## src/rtl/instruction_fetch_unit.sv

```systemverilog
// Fetch stage: holds the PC, selects the next fetch address and runs the req/ack handshake with instruction memory.
// Optional macro FETCH_TIMEOUT_EN bounds the wait in S_WAIT, loads NOP_WORD and sets a sticky fetch_error.
module instruction_fetch_unit #(
  parameter int unsigned        PC_W           = 32,
  parameter int unsigned        INSTR_W        = 32,
  parameter logic [PC_W-1:0]    RESET_PC       = '0,
  parameter int unsigned        TIMEOUT_CYCLES = 15,
  parameter logic [INSTR_W-1:0] NOP_WORD       = '0
) (
  input  logic               clock,
  input  logic               reset_n,
  input  logic               en_instruction_fetch,
  input  logic [1:0]         pc_src,
  input  logic [PC_W-1:0]    branch_target,
  input  logic [PC_W-1:0]    jump_target,
  input  logic [PC_W-1:0]    return_addr,
  output logic               imem_req,
  output logic [PC_W-1:0]    imem_addr,
  input  logic               imem_ack,
  input  logic [INSTR_W-1:0] imem_rdata,
  output logic [INSTR_W-1:0] instruction,
  output logic [5:0]         function_code,
  output logic [PC_W-1:0]    pc,
  output logic [PC_W-1:0]    pc_plus1,
  output logic               fetch_done,
  output logic               busy,
  output logic               fetch_error
);

  typedef enum logic [1:0] {S_IDLE, S_WAIT, S_DONE} state_t;

  state_t          state_q, state_d;
  logic            first_q;
  logic [PC_W-1:0] target;
  logic            start, ack_load, tmo_load, timeout_hit;

  assign pc_plus1      = pc + PC_W'(1);
  assign function_code = instruction[INSTR_W-1 -: 6];

  // The very first fetch after reset always goes to RESET_PC, whatever pc_src says.
  always_comb begin
    target = pc_plus1;
    if (first_q) begin
      target = RESET_PC;
    end else begin
      case (pc_src)
        2'b00: target = pc_plus1;
        2'b01: target = branch_target;
        2'b10: target = jump_target;
        2'b11: target = return_addr;
      endcase
    end
  end

  // NOTE: flops use non-blocking assignments so every register samples pre-edge values regardless of block order.
  always_ff @(posedge clock or negedge reset_n) begin
    if (!reset_n) state_q <= S_IDLE;
    else          state_q <= state_d;
  end

  always_comb begin
    // NOTE: every variable gets a default first, so no path through the case can infer a latch.
    state_d  = state_q;
    start    = 1'b0;
    ack_load = 1'b0;
    tmo_load = 1'b0;
    case (state_q)
      S_IDLE: if (en_instruction_fetch) begin
        start   = 1'b1;
        state_d = S_WAIT;
      end
      S_WAIT: if (imem_ack) begin
        ack_load = 1'b1;
        state_d  = S_DONE;
      end else if (timeout_hit) begin
        tmo_load = 1'b1;
        state_d  = S_DONE;
      end
      S_DONE: if (!en_instruction_fetch) state_d = S_IDLE;
      default: state_d = S_IDLE;
    endcase
  end

  // Request is a pure function of state, so an asynchronous reset drops it at once.
  always_comb begin
    imem_req = (state_q == S_WAIT);
    busy     = (state_q == S_WAIT);
  end

  always_ff @(posedge clock or negedge reset_n) begin
    if (!reset_n) begin
      imem_addr   <= RESET_PC;
      instruction <= '0;
      pc          <= RESET_PC;
      fetch_done  <= 1'b0;
      first_q     <= 1'b1;
    end else begin
      fetch_done <= ack_load | tmo_load;
      if (start) begin
        imem_addr <= target;
        first_q   <= 1'b0;
      end
      if (ack_load) begin
        instruction <= imem_rdata;
        pc          <= imem_addr;
      end else if (tmo_load) begin
        instruction <= NOP_WORD;
        pc          <= imem_addr;
      end
    end
  end

`ifdef FETCH_TIMEOUT_EN
  localparam int unsigned CNT_W = $clog2(TIMEOUT_CYCLES + 1);

  logic [CNT_W-1:0] wait_cnt;

  // Timeout fires on the edge that would bring the ack-less wait count up to TIMEOUT_CYCLES.
  assign timeout_hit = (wait_cnt == CNT_W'(TIMEOUT_CYCLES - 1));

  always_ff @(posedge clock or negedge reset_n) begin
    if (!reset_n) begin
      wait_cnt    <= '0;
      fetch_error <= 1'b0;
    end else begin
      if (start)                               wait_cnt <= '0;
      else if (state_q == S_WAIT && !imem_ack) wait_cnt <= wait_cnt + CNT_W'(1);
      if (tmo_load) fetch_error <= 1'b1;
    end
  end
`else
  assign timeout_hit = 1'b0;
  assign fetch_error = 1'b0;
`endif

endmodule

```

## config.mk

```make
export PLATFORM = sky130hd
export DESIGN_NAME = instruction_fetch_unit
export DESIGN_NICKNAME = d
export VERILOG_FILES = /design/src/rtl/instruction_fetch_unit.sv
export SDC_FILE = /design/constraint.sdc
export NUM_CORES = 1
export LEC_CHECK = 0
export ABC_CLOCK_PERIOD_IN_PS = 6850
export CAP_MARGIN = 20
export CORE_AREA = 5 5 115 117
export CTS_BUF_LIST = sky130_fd_sc_hd__clkbuf_2 sky130_fd_sc_hd__clkbuf_4 sky130_fd_sc_hd__clkbuf_8
export CTS_CLUSTER_SIZE = 8
export DETAILED_ROUTE_END_ITERATION = 6
export DIE_AREA = 0 0 120 122
export PLACE_DENSITY_LB_ADDON = 0.1
export SLEW_MARGIN = 15
export SYNTH_ARGS = -nofsm -noshare
export SYNTH_HDL_FRONTEND = slang
export SYNTH_SLANG_ARGS = --single-unit
```

## constraint.sdc

```tcl
create_clock -name clock -period 6.85 [get_ports clock]
set_input_delay 1.37 -clock clock [delete_from_list [all_inputs] [get_ports clock]]
set_output_delay 1.37 -clock clock [all_outputs]
set_load 0.01 [all_outputs]
```

==> results of run 1 <==
state kept, by name, indices dropped and copies added (netlist names):
| register | count |
|---|---|
| fetch_done | 1 |
| imem_addr | 32 |
| pc | 32 |
| first_q | 1 |
| instruction | 32 |
| state_q | 2 |
final cells by class:
cell class | instances | share of cell area
clock buffer | 12 | 0.01857
inverter | 12 | 0.005479
multi-input combinational | 455 | 0.3117
clock inverter | 4 | 0.005936
timing repair buffer | 274 | 0.3309
tap | 150 | 0.02283
sequential | 100 | 0.3046
synth_stat cells, types with 2 or more instances:
library cell and number:
nand2_1 218, dfrtp_1 99, clkbuf_1 27, mux2i_1 26
o21ai_0 24, a21oi_1 19, nand3_1 16, nor2_1 15
nor3_1 13, inv_1 12, nand4_1 9, buf_4 8
nor4_1 8, o221ai_1 8, xnor2_1 8, xor2_1 8
a22o_1 7, buf_1 6, mux4_2 6, or2_2 6
a32o_1 5, nand2b_1 5, o31ai_1 5, or4_1 5
nor3b_1 4, o211ai_1 4, o21ai_1 4, a31oi_1 3
and3_1 3, and4_1 3, buf_2 3, o31a_1 3
a211oi_1 2, a21boi_0 2, or2_1 2
through the flow:
step / hold WS [ps] / power, mW / setup slack (ps)
finish: 481.7 / 3.263 / 2347
global route: 504.9 / 3.476 / 2151
CTS: 484.7 / 3.288 / 2327
detailed placement: 461.3 / 2.890 / 2741
global placement: 456.6 / 2.848 / 2852
floorplan: 485.2 / 1.844 / 3475
cell families (layout without fill, tap and decap cells):
group,count (synthesis),in the layout,share of synthesized area
other,1,1,0.0007075
AOI/OAI and AO/OA,89,89,0.1105
adders and majority gates,1,1,0.002360
xor gates and xnor gates,16,16,0.02644
and+or+nand+nor,315,315,0.2649
buffers and inverters,56,302,0.04603
muxes,33,33,0.07672
DFF,100,100,0.4724
final timing paths:
check / start / end / slack, ps / depth (start not counted)
worst max-delay path: pc[0] / pc_plus1[24] / 2350 / 6
worst min-delay path: instruction[24] / instruction[24] / 480 / 2
worst max register to register: pc[0] / imem_addr[24] / 4340 / 6
worst min register to register: instruction[24] / instruction[24] / 480 / 2
max in group asynchronous: reset_n / pc[13] / 4700 / 2
min in group asynchronous: reset_n / instruction[16] / 990 / 1
worst min-delay path, stage by stage, from the launching register on:
cell     delay (ps)
dfrtp_1         350
nand2_1          50
nand2_1          50
per-layer routing:
metal / vias to the layer above / global-route usage
li1: 2565 / -
met2: 253 / 0.4443
met1: 2632 / 0.3100
met3: 28 / 0.07289
met5: - / 0
met4: 0 / 0.09019
power by group through the flow:
| stage | Sequential [mW] | Clock [mW] | Combinational, mW |
|---|---|---|---|
| 2_1_floorplan | 1.22 | 0 | 0.628 |
| 3_3_place_gp | 1.12 | 0 | 1.73 |
| 3_5_place_dp | 1.14 | 0 | 1.75 |
| 4_1_cts | 1.13 | 0.397 | 1.76 |
| 5_1_grt | 1.18 | 0.417 | 1.88 |
| 6_report | 1.13 | 0.388 | 1.74 |
==> flow_summary.json, run 1 <==
{
  "outcome": "finished clean",
  "finalInstanceArea_um2": 8220,
  "route.detailed.vias_per_inst": 5.440,
  "cts_hold_buffers": 0,
  "post-route-drc-count": 0,
  "cap_viol_max_count": 0,
  "cts.repair_timing.setup_buffer_count": 0,
  "leakagePower_nw": 3.648,
  "grt_use_total": 0.2577,
  "mappedNetlistNets": 746,
  "wl_met3_mm": 1.739,
  "p_switching_mw": 1.283,
  "post_cts.resized_instances": 0,
  "layout.cells.most_common": "clkdlybuf4s50_1",
  "timing.critical_path.buf_inv": 1,
  "gp_congestion": 0.8491,
  "clock-skew-final_ps": 13.64,
  "power.density_cell_area_nw_per_um2": 397.0,
  "count_of_nets_after_finishing": 987,
  "yosys_most_used_dff": "dfrtp_1",
  "antenna_found_initial": 0,
  "io_pins": 272,
  "post_synth_main_area_contributors": "dfrtp_1 (47%), nand2_1 (15%), mux2i_1 (4.9%), mux4_2 (2.5%), o21ai_0 (2.3%)",
  "synthesis.yosys.warnings": 0,
  "clock_tree.buffer_depth": 2,
  "netlist_instances": 611,
  "cpMaxStageDelayCell": "or3_1",
  "clock_tree_from_tritoncts": "built",
  "synth-edff-count": 0,
  "finalCoreUtilization": 0.6705,
  "clockPowerShare": 0.119,
  "cts_clock_pin_slew_for_the_worst_setup_and_hold_paths_ps": 90,
  "slew_at_the_pin_closest_to_its_max_slew_limit_ps": 926.7,
  "synth_largest_area_cell": "dfrtp_1",
  "core_region_area_um2": 12260,
  "synth_seq_area_share": 0.4724,
  "ys_seq_elements": 100,
  "total_die_area_um2": 14640,
  "hold_viol_final": 0,
  "clock_tree_sinks": 100,
  "timing.final.max_slew_violations": 0,
  "postSynth.asyncResetShare": 1.000,
  "tritoncts.num_buffers": 9,
  "postPlaceCellArea_um2": 8014,
  "layout.cells.most_common_list": "clkdlybuf4s50_1 (267), nand2_1 (217), dfrtp_1 (99)",
  "detailed_router_iteration_count_before_antenna_repair": 4,
  "route.final.wire_length_mm": 19.00,
  "route.antenna.remaining_nets": 0,
  "grt_overflow_total": 0,
  "met2WireLength_mm": 9.476,
  "layout_worst_path_cycle_share": 0.6574,
  "global_route_wire_length_before_repair_mm": 29.66,
  "place.detailed.instances": 991,
  "setup_repair_after_global_routing_missed_its_margin": "false",
  "area_growth_syn_to_layout_pct": 55.10,
  "comb_power_share": 0.535,
  "cp_data_arrival_time_ps": 3130,
  "num_antenna_cells": 0,
  "initial_utilization": 0.4323,
  "grt_pass1_vias": 5575,
  "nFillCells": 1007,
  "totalNegativeSetupSlack_ps": 0,
  "power.switching_fraction": 0.3930,
  "worst-setup-path-type": "flop to output port",
  "clock-root-buffer": "clkbuf_8",
  "critical_path.startpoint_type": "flop",
  "cellInternalPower_mw": 1.981,
  "die_h_um": 122,
  "power.share.sequential": 0.346,
  "synth_area_um2": 5300,
  "crit_family": "simple AND/OR/NAND/NOR gates",
  "yosysUniqueCellTypes": 50,
  "place.port_buffers": 270,
  "worst_ir_drop_on_vdd_mv": 0.1827,
  "placementRows": 41,
  "post_route_cells_drive_above_1_share": 0.05368,
  "hold_path_class": "flop to flop",
  "post-dp-hpwl_mm": 14.07,
  "maximum_number_of_pins_on_one_net_before_global_route_repair": 76,
  "cell_breakdown_of_the_critical_path": "ha_1 -> nand4_1 -> or3_1 -> or4_1 -> nand2_1 -> clkdlybuf4s50_1",
  "routed.top_layer": "met4",
  "fmax_mhz": 222.1,
  "period_needed_ps": 4503,
  "synth_top_area_share": 0.4674,
  "cts.htree.levels": 3,
  "critPathMaxFanout": 8,
  "post_synth.cell_area_avg_um2": 8.674,
  "multi_input_gate_area_in_the_final_layout_um2": 2562,
  "critPathCaptureType": "output port",
  "worst_ep_required_time_ps": 5480,
  "routed_wire_length_per_instance_um": 18.87,
  "detail_route.wirelength.met1_mm": 7.360,
  "drt_first_iter_violations": 413,
  "fin_cells": 1007,
  "die_width_um": 120,
  "finalSetupViolations": 0,
  "maxSlewHeadroom": 0.3822,
  "cpPeakStageDelay_ps": 590,
  "clk-insertion-delay-late_ps": 360,
  "seqCellArea_um2": 2504,
  "dr_total_vias": 5478
}
(Power assumes the default switching activity.)
==> inputs of run 2 (changes only) <==
- ABC_CLOCK_PERIOD_IN_PS: 6850 -> 4400
- CORE_AREA: 5 5 115 117 -> 5 5 120 122
- DIE_AREA: 0 0 120 122 -> 0 0 125 127
- clock period: 6.85 -> 4.4 ns (I/O delays scaled with it)
==> run 2 against run 1 <==
  * Register-to-register slack lost 2500 ps
  * Highest routed layer unchanged
  * Final cell count is 3.0% higher
  * Total power rose by 62%
  * Critical endpoint unchanged
  * Largest power group unchanged
  * Sequential cell count unchanged
  * Combinational power rose by 57%
  * Critical path depth is the same
  * Via count decreased by 0.16%
==> flow_summary.json, run 2 (synthesis gave the netlist of run 1 again) <==
{
  "reg.largest.list": "imem_addr x32, instruction x32, pc x32",
  "finalInstanceArea_um2": 8367,
  "route.detailed.vias_per_inst": 5.274,
  "num_antenna_cells": 0,
  "hold_viol_final": 0,
  "final_critical_path_setup_slack_ps": 338.5,
  "totalNegativeSetupSlack_ps": 0,
  "outcome": "finished clean",
  "place.port_buffers": 270,
  "layout.cells.most_common_list": "clkdlybuf4s50_1 (267), nand2_1 (217), dfrtp_1 (99)",
  "route.antenna.remaining_nets": 0,
  "clock-root-buffer": "clkbuf_8",
  "final_hold_slack_ps": 426.1,
  "post-route-drc-count": 0,
  "setup_repair_after_global_routing_missed_its_margin": "false",
  "cts_hold_buffers": 0,
  "clock_tree.buffer_depth": 2,
  "routed_wire_length_per_instance_um": 18.68,
  "drt_first_iter_violations": 416,
  "global_route_wire_length_before_repair_mm": 30.24,
  "grt_use_total": 0.2381,
  "power.density_cell_area_nw_per_um2": 630.6,
  "cap_viol_max_count": 0,
  "leakagePower_nw": 3.700,
  "cts.htree.levels": 3,
  "cts.repair_timing.setup_buffer_count": 0,
  "r2r.worst_path.cells": 6,
  "hold_path_class": "input pin to asynchronous set/reset pin",
  "worst-setup-path-type": "flop to output port",
  "worst_ir_drop_on_vdd_mv": 0.2526,
  "crit-reg2reg-launch": "pc[1]",
  "finalSetupViolations": 0,
  "gp_congestion": 0.8903,
  "core_region_area_um2": 13090,
  "count_of_nets_after_finishing": 991,
  "post-place-ws_ps": 764.4,
  "post-dp-hpwl_mm": 14.56,
  "io_pins": 272,
  "die_h_um": 127,
  "slew_at_the_pin_closest_to_its_max_slew_limit_ps": 785.9,
  "maxSlewHeadroom": 0.4760,
  "period_needed_ps": 4062,
  "layout_worst_path_cycle_share": 0.9231,
  "clock-skew-final_ps": 8.160,
  "clock_tree_sinks": 100,
  "cp-startpoint": "pc[1]",
  "critPathMaxFanout": 8,
  "post_cts.resized_instances": 0,
  "clock_tree_from_tritoncts": "built",
  "critPathCaptureType": "output port",
  "timing.final.max_slew_violations": 0,
  "route.final.wire_length_mm": 19.37,
  "maximum_number_of_pins_on_one_net_before_global_route_repair": 77,
  "worst_ep_required_time_ps": 3520,
  "postPlaceCellArea_um2": 8066,
  "antenna_found_initial": 0,
  "placementRows": 42,
  "finalCoreUtilization": 0.6394,
  "dr_total_vias": 5469,
  "area_growth_syn_to_layout_pct": 57.86,
  "fmax_mhz": 246.2,
  "grt_overflow_total": 0,
  "nFillCells": 1100,
  "grt_pass1_vias": 5453,
  "initial_utilization": 0.4050,
  "layout.cells.most_common": "clkdlybuf4s50_1",
  "die_width_um": 125,
  "clk-insertion-delay-late_ps": 380,
  "tritoncts.num_buffers": 9,
  "cp_data_arrival_time_ps": 3180,
  "critical_path.startpoint_type": "flop",
  "total_die_area_um2": 15880,
  "detailed_router_iteration_count_before_antenna_repair": 4,
  "post_route_cells_drive_above_1_share": 0.05691,
  "cts_clock_pin_slew_for_the_worst_setup_and_hold_paths_ps": 90
}
[run 2: worst paths after layout]
check	endpoint	slack [ps]
setup reg to reg	imem_addr[24]	1840
min in group clock	instruction[20]	480
max in group asynchronous	pc[15]	3300
hold reg to reg	instruction[20]	480
hold / removal	instruction[26]	430
setup / recovery	pc_plus1[24]	340
[run 2: metrics by stage]
stage,power [mW],instances
final,5.276,1037
after global placement,4.469,1020
after global routing,5.618,1037
after detailed placement,4.533,1020
after floorplan,2.870,611
after CTS,5.331,1036
[run 2: area by class of cell]
cell class              count  area, um2  share of cell area
clock buffers              12      152.6             0.01824
clock inverters             4      120.1             0.01436
inverters                  12      45.04            0.005384
multi-input cells         455       2555              0.3054
flip-flops and latches    100       2504              0.2992
well taps                 176      220.2             0.02632
repair buffers            278       2770              0.3311
[run 2: worst max-delay path: stages (launching register included)]
cell             delay (ps)
dfrtp_1                 430
ha_1                    240
nand4_1                 330
or3_1                   610
or4_1                   570
nand2_1                  90
clkdlybuf4s50_1         530
[run 2: per-layer routing]
layer	part of all wire	track usage	vias to the layer above
met3	0.067	0.06010	31
met1	0.42	0.3002	2638
met4	0.025	0.08227	0
met2	0.49	0.4011	217
li1	-	-	2583
met5	0	0	-
[run 2: where the power goes]
part / switching (mW) / leakage, nW / total [mW] / internal [mW]
combinational: 1.27 / 2.32 / 2.73 / 1.46
sequential: 0.419 / 1.25 / 1.76 / 1.34
clock: 0.318 / 0.138 / 0.782 / 0.464
total: 2.01 / 3.70 / 5.28 / 3.27
